**config.mk**
```make
export PLATFORM = sky130hd
export DESIGN_NAME = hw_ctrl_seq
export DESIGN_NICKNAME = d
export VERILOG_FILES = /design/src/rtl/hw_ctrl_seq.sv
export SDC_FILE = /design/constraint.sdc
export NUM_CORES = 1
export LEC_CHECK = 0
export ABC_AREA = 1
export CORE_ASPECT_RATIO = 1.25
export CORE_UTILIZATION = 50
export DETAILED_ROUTE_END_ITERATION = 16
export GPL_ROUTABILITY_DRIVEN = 1
export GPL_TIMING_DRIVEN = 0
export PLACE_DENSITY = 0.89
export SYNTH_ARGS = -nofsm -noshare
export SYNTH_HDL_FRONTEND = slang
export SYNTH_SLANG_ARGS = --single-unit
```
**constraint.sdc**
```tcl
create_clock -name t3 -period 2.65 [get_ports t3]
set_input_delay 0.3975 -clock t3 [delete_from_list [all_inputs] [get_ports t3]]
set_output_delay 0.3975 -clock t3 [all_outputs]
set_load 0.02 [all_outputs]
```
**src/rtl/hw_ctrl_seq.sv**
```systemverilog
// Hardwired control unit for the teaching CPU with its own beat sequencer.
// It runs, single-steps or halts, and counts the instructions it retires.
module hw_ctrl_seq #(
    parameter int OPC_W = 4,
    parameter int EN_OR = 1,
    parameter int CNT_W = 16
) (
    input  logic             t3,
    input  logic             clr,
    input  logic             start,
    input  logic             step_en,
    input  logic [OPC_W-1:0] ir,
    input  logic             c,
    input  logic             z,
    output logic             w1,
    output logic             w2,
    output logic             w3,
    output logic             running,
    output logic [CNT_W-1:0] icount,
    output logic             lir,
    output logic             pcinc,
    output logic             drw,
    output logic             ldz,
    output logic             ldc,
    output logic             cin,
    output logic             m,
    output logic             abus,
    output logic             mbus,
    output logic             lar,
    output logic             lpc,
    output logic             pcadd,
    output logic             memw,
    output logic [3:0]       s
);

    // state  | meaning
    // IDLE   | halted, waiting for start
    // RUN_W1 | fetch beat
    // RUN_W2 | execute beat (last beat unless LD/ST)
    // RUN_W3 | memory beat of LD/ST
    typedef enum logic [1:0] {IDLE, RUN_W1, RUN_W2, RUN_W3} state_t;

    localparam logic [3:0] OP_ADD = 4'b0001;
    localparam logic [3:0] OP_SUB = 4'b0010;
    localparam logic [3:0] OP_AND = 4'b0011;
    localparam logic [3:0] OP_INC = 4'b0100;
    localparam logic [3:0] OP_LD  = 4'b0101;
    localparam logic [3:0] OP_ST  = 4'b0110;
    localparam logic [3:0] OP_JC  = 4'b0111;
    localparam logic [3:0] OP_JZ  = 4'b1000;
    localparam logic [3:0] OP_JMP = 4'b1001;
    localparam logic [3:0] OP_XOR = 4'b1010;
    localparam logic [3:0] OP_DEC = 4'b1011;
    localparam logic [3:0] OP_OR  = 4'b1100;
    localparam logic [3:0] OP_STP = 4'b1110;

    state_t     state;
    logic [3:0] opc;
    logic       is_long;
    logic       last_beat;
    logic       halt_req;

    assign opc = ir[OPC_W-1 -: 4];

    generate
        if (OPC_W > 4) begin : g_ir_low
            logic unused_ir_low;
            assign unused_ir_low = ^ir[OPC_W-5:0];
        end
    endgenerate

    assign is_long   = (opc == OP_LD) || (opc == OP_ST);
    assign last_beat = (state == RUN_W3) || ((state == RUN_W2) && !is_long);
    assign halt_req  = (opc == OP_STP) || step_en;

    always_ff @(posedge t3) begin
        if (!clr) begin
            state   <= IDLE;
            w1      <= 1'b0;
            w2      <= 1'b0;
            w3      <= 1'b0;
            running <= 1'b0;
            icount  <= '0;
        end else if (last_beat) begin
            icount  <= icount + CNT_W'(1);
            state   <= halt_req ? IDLE : RUN_W1;
            w1      <= !halt_req;
            w2      <= 1'b0;
            w3      <= 1'b0;
            running <= !halt_req;
        end else begin
            case (state)
                IDLE: begin
                    if (start) begin
                        state   <= RUN_W1;
                        w1      <= 1'b1;
                        running <= 1'b1;
                    end
                end
                RUN_W1: begin
                    state <= RUN_W2;
                    w1    <= 1'b0;
                    w2    <= 1'b1;
                end
                RUN_W2: begin
                    state <= RUN_W3;
                    w2    <= 1'b0;
                    w3    <= 1'b1;
                end
                default: begin
                    state   <= IDLE;
                    w1      <= 1'b0;
                    w2      <= 1'b0;
                    w3      <= 1'b0;
                    running <= 1'b0;
                end
            endcase
        end
    end

    // Controls follow the registered beat, so they are all low in IDLE.
    always_comb begin
        lir   = 1'b0;
        pcinc = 1'b0;
        drw   = 1'b0;
        ldz   = 1'b0;
        ldc   = 1'b0;
        cin   = 1'b0;
        m     = 1'b0;
        abus  = 1'b0;
        mbus  = 1'b0;
        lar   = 1'b0;
        lpc   = 1'b0;
        pcadd = 1'b0;
        memw  = 1'b0;
        s     = 4'b0000;
        if (w1) begin
            lir   = 1'b1;
            pcinc = 1'b1;
        end
        if (w2) begin
            case (opc)
                OP_ADD: begin s = 4'b1001; cin = 1'b1; abus = 1'b1; drw = 1'b1; ldz = 1'b1; ldc = 1'b1; end
                OP_SUB: begin s = 4'b0110; abus = 1'b1; drw = 1'b1; ldz = 1'b1; ldc = 1'b1; end
                OP_AND: begin s = 4'b1011; m = 1'b1; abus = 1'b1; drw = 1'b1; ldz = 1'b1; end
                OP_INC: begin s = 4'b0000; abus = 1'b1; drw = 1'b1; ldz = 1'b1; ldc = 1'b1; end
                OP_LD:  begin s = 4'b1010; m = 1'b1; abus = 1'b1; lar = 1'b1; end
                OP_ST:  begin s = 4'b1111; m = 1'b1; abus = 1'b1; lar = 1'b1; end
                OP_JC:  pcadd = c;
                OP_JZ:  pcadd = z;
                OP_JMP: begin s = 4'b1111; m = 1'b1; abus = 1'b1; lpc = 1'b1; end
                OP_XOR: begin s = 4'b0110; m = 1'b1; abus = 1'b1; drw = 1'b1; ldz = 1'b1; end
                OP_DEC: begin s = 4'b1111; cin = 1'b1; abus = 1'b1; drw = 1'b1; ldz = 1'b1; ldc = 1'b1; end
                OP_OR: begin
                    if (EN_OR != 0) begin
                        s = 4'b1110; m = 1'b1; abus = 1'b1; drw = 1'b1; ldz = 1'b1;
                    end
                end
                default: ;
            endcase
        end
        if (w3) begin
            case (opc)
                OP_LD:   begin mbus = 1'b1; drw = 1'b1; end
                OP_ST:   begin s = 4'b1010; m = 1'b1; abus = 1'b1; memw = 1'b1; end
                default: ;
            endcase
        end
    end

endmodule

```
# Yosys cells after proc, flatten, opt, wreduce, memory -nomap -nowiden

Index checks and enable logic that the tools add are counted.

Flip-flop bits (word level): 22
Output and inout bits: 37
Word-level logic and storage cells: 89

Add/sub/neg operators: 1
Equality and inequality tests: 19
Multiplexer cells: 42
Bitwise gates (word level): 1
Reduce and logical (&&, ||, !) cells: 20

Operators by type and width:

| kind                                           | count |
|---|---|
| two-way mux 1 bit                              | 30 |
| == test 4 bit (second input constant)          | 6 |
| one-hot mux 4 bit (6 select lines)             | 1 |
| adder 16 x 1 -> 16 bit (second input constant) | 1 |
| == test 4 x 3 -> 1 bit (second input constant) | 4 |
| two-way mux 4 bit                              | 3 |
| OR reduction 2 bit                             | 6 |
| one-hot mux 1 bit (2 select lines)             | 5 |
| OR reduction 10 bit                            | 1 |
| == test 4 x 2 -> 1 bit (second input constant) | 2 |
| OR reduction 7 bit                             | 1 |
| one-hot mux 2 bit (3 select lines)             | 1 |
| OR reduction 6 bit                             | 1 |
| == test 2 bit (second input constant)          | 2 |
| == test 4 x 1 -> 1 bit (second input constant) | 1 |
| two-way mux 2 bit                              | 2 |
| AND reduction 2 bit                            | 2 |
| OR reduction 4 bit                             | 1 |
| logical OR 1 bit                               | 3 |
| inequality test 3 bit (second input constant)  | 1 |
| OR reduction 3 bit                             | 1 |
| == test 2 x 1 -> 1 bit (second input constant) | 1 |
| zero test 1 bit                                | 2 |
| zero test 2 bit                                | 1 |
| other kinds (4)                                | 4 |

# Depth between registers and ports, before layout

Depth in word-level cells: 7
Gate-level depth with buffers: 9
Depth with buffers taken out: 9

# Least setup slack after synthesis

No wires, ideal clock.

Kind: register to output
Start point: register w2
End point: output port abus
Data arrival time: 1.767 ns
Required time: 2.253 ns
Path slack: 0.486 ns
Stages on the path, launching flop included: 5
Path buffers: 0
Path through: dfxtp_1 > inv_1 > nor4_1 > nor3_1 > nand2_1

Cells in the longest elaborated chain, start to end: 3

Ends and longest elaborated chain:

| item                   | line | RTL |
|---|---|---|
| start, declared        | 16   | `output logic w2,` |
| start signal, assigned | 80   | `w2 <= 1'b0;` |
| start signal, assigned | 88   | `w2 <= 1'b0;` |
| start signal, assigned | 103  | `w2 <= 1'b1;` |
| two-way mux 1 bit (*)  | 141  | `if (w2) begin` |
| two-way mux 1 bit      | 163  | `case (opc)` |
| two-way mux 1 bit (*)  | 162  | `if (w3) begin` |
| end, declared          | 27   | `output logic abus,` |

Every way passes the cells marked *; elsewhere a longest branch is shown, timed or not.

# Final worst setup path

Start point: input port ir[1]
End point: output port memw

Cells in the longest elaborated chain, start to end: 3

Ends and longest elaborated chain:

| item                   | line | RTL |
|---|---|---|
| start, declared        | 12   | `input logic [OPC_W-1:0] ir,` |
| == test 4 x 3 -> 1 bit | 163  |  |
| two-way mux 1 bit      | 163  |  |
| two-way mux 1 bit      | 162  |  |
| end, declared          | 32   | `output logic memw,` |

No other way between the ends.

==> results.toml <==
[sta]
hold_viol_final = 0
rsz0062_at_grt = "no"
clock_skew_ps = 8.01
fin_tns_setup_ps = 0
fin_crit_ps = 2480
setup_viol = 0
hold_ws_ps = 513
fin_crit_sh_pct = 93.4
slew_violations = 0
worst_pin_slew_ps = 662
maxSlewHeadroom_pct = 55.5
fin_ws_ps = 174
max_freq_mhz = 404

[final_layout]
drive_above_1_share_pct = 6.19
final_nets = 307
final_cell_mix = "nand2_1 (63), clkdlybuf4s50_1 (35), inv_1 (34), nor2_1 (34), dfxtp_1 (22)"
syn2layout_area_growth_pct = 36.7
antenna_cells = 0
final_common_cell = "nand2_1"
design_area_um2 = 2020

[job]
maxCapViolCount = 0

[synthesis]
yosysSeqAreaShare_pct = 29.9
synthDistinctLibCells = 26
postSynthRegisterBits = 22
synth_area_um2 = 1480
muxShareOfSynthArea_pct = 0
yosys_warnings = 0
synth_cells = 241
synthXorXnorAreaFrac_pct = 2.37
synth_adder_area_share_pct = 4.24
synth_compound_area_share_pct = 13.0
syn_nets = 256
synth_top_family_by_area = "simple AND/OR/NAND/NOR gates"
avgSynthCellArea_um2 = 6.12
synthSimpleGateAreaFrac_pct = 38.3

[drt]
viasPerCell = 5.12
drtPass1Iterations = 5
drtIter0Drc = 45
avgRoutedWirePerCell_um = 11.6
drc = 0
num_vias = 1664
drtAntennaViolNets = 0
wl_um = 3780

[place]
finalWeightedCongestion = 0.878
dp_hpwl_um = 2900
dp_slack_ps = -250
placed_area_um2 = 1980
numPortBuffers = 46

[critical_path]
required_ps = 2250
cp-start-kind = "primary input"
crit_fanout = 4
cp-end-kind = "output pin"
crit_type = "in2out"
worstPathArrival_ps = 2080

[clock_network]
clkLatencyLatePin_ps = 320
cts_tree = "built"
cts_setup_buffers = 0
htree_num_levels = 1
clk_path_buf_depth = 2
cts.sinks = 22
cts_buffers = 3
postCtsHoldBufs = 0
cts-root-buf = "clkbuf_4"
clkTransAtPathRegs_ps = 120

[floorplan]
ios = 47
dieArea_um2 = 3170
core_um2 = 2730
dieWidth_um = 50.6
rows = 21
die_h_um = 62.7
start_util_pct = 54.0

[pwr]
power_density_nw_per_um2 = 654
swShare_pct = 43.5
peakVddDrop_mv = 0.702
p_leak_nw = 0.904
clkPwrFrac_pct = 14.5
netSwitchingPower_uw = 573
seqPwrFrac_pct = 32.7
p_int_uw = 745
share_comb_of_total_power_pct = 52.8

[hold_path]
hp-class = "reg2reg"

[global_route]
grt_usage_pct = 26.3
grt_pass1_vias = 1624
grt_max_degree = 13
antenna_found_initial = 0
grt_overflow_total = 0
grt_first_pass_wirelength_um = 6650

[outcome]
status = "finished, final reports clean"
[synthesized netlist by cell type]
library cell	count	area, um2
a21oi_1	20	100
a22oi_1	1	7.51
a31oi_1	3	18.8
buf_4	4	30.0
buf_6	1	11.3
clkinv_1	1	3.75
dfxtp_1	22	440
ha_1	5	62.6
inv_1	34	128
inv_2	2	7.51
nand2_1	63	236
nand2_2	1	6.26
nand2_4	1	11.3
nand3_1	16	80.1
nand3_2	1	10.0
nand3b_1	1	7.51
nand4_1	3	18.8
nor2_1	36	135
nor2_4	1	11.3
nor3_1	6	30.0
nor4_1	1	6.26
nor4_2	1	12.5
o21ai_0	11	55.1
o21ai_1	2	10.0
xnor2_1	1	8.76
xor2_1	3	26.3
[sequential cells by signal, indices dropped and copies added (netlist names)]
| name | count |
|---|---|
| w1 | 1 |
| icount | 16 |
| running | 1 |
| w3 | 1 |
| w2 | 1 |
| state | 2 |
[routing by layer]
metal | GRT usage (%) | vias up | wire length (um)
met4 | 13.5 | 0 | 61
met3 | 2.43 | 7 | 199
met5 | 0 | - | 0
met1 | 29.2 | 728 | 1550
met2 | 47.8 | 58 | 1970
li1 | - | 871 | -
[critical path, stage by stage]
cell and delay, ps:
clkdlybuf4s50_1 480, inv_1 80, nor2_2 170, nand2_1 120
inv_1 60, nand2_1 90, inv_1 90, clkdlybuf4s50_1 600
[cells by family (layout without fill, tap and decap cells)]
group	after synthesis	in the layout
AO/OA/AOI/OAI	37	37
XOR/XNOR	4	4
adder cells (fa/ha/maj)	5	5
buffers and inverters	42	92
flip-flops	22	22
AND/OR/NAND/NOR	131	131
[stage by stage]
stage / utilization, % / std cells / power (mW)
3_3_place_gp: 72.4 / 321 / 1.14
3_5_place_dp: 72.4 / 321 / 1.15
6_report: 73.8 / 325 / 1.32
2_1_floorplan: - / 241 / 0.893
5_1_grt: 73.8 / 325 / 1.42
4_1_cts: 73.5 / 325 / 1.32
[repair_timing]
item                                    4_1_cts  5_1_grt
cloned                                        0        0
pin swaps                                     0        0
endpoints found under the setup margin       10       10
gates resized for setup                      10        4
[area by class of cell]
type	count	area, um2
plain buffers	5	41.3
clock buffers	4	36.3
fillers	228	716
inverters	37	139
multi-input cells	177	860
flip-flops and latches	22	440
well taps	34	42.5
repair buffers	46	458
[path summary, 6_finish.rpt]
check | cells after the start | startpoint | to | slack, ps
setup / recovery | 8 | ir[1] | memw | 170
hold / removal | 1 | icount[0] | icount[0] | 510
setup reg to reg | 5 | icount[4] | icount[7] | 1060
hold reg to reg | 1 | icount[0] | icount[0] | 510
[power by group through the flow]
stage | registers [mW] | logic [mW] | clock network [mW]
2_1_floorplan | 0.471 | 0.422 | 0
3_3_place_gp | 0.436 | 0.700 | 0
3_5_place_dp | 0.439 | 0.713 | 0
4_1_cts | 0.431 | 0.703 | 0.191
5_1_grt | 0.439 | 0.773 | 0.203
6_report | 0.431 | 0.697 | 0.191
(Power assumes the default switching activity.)
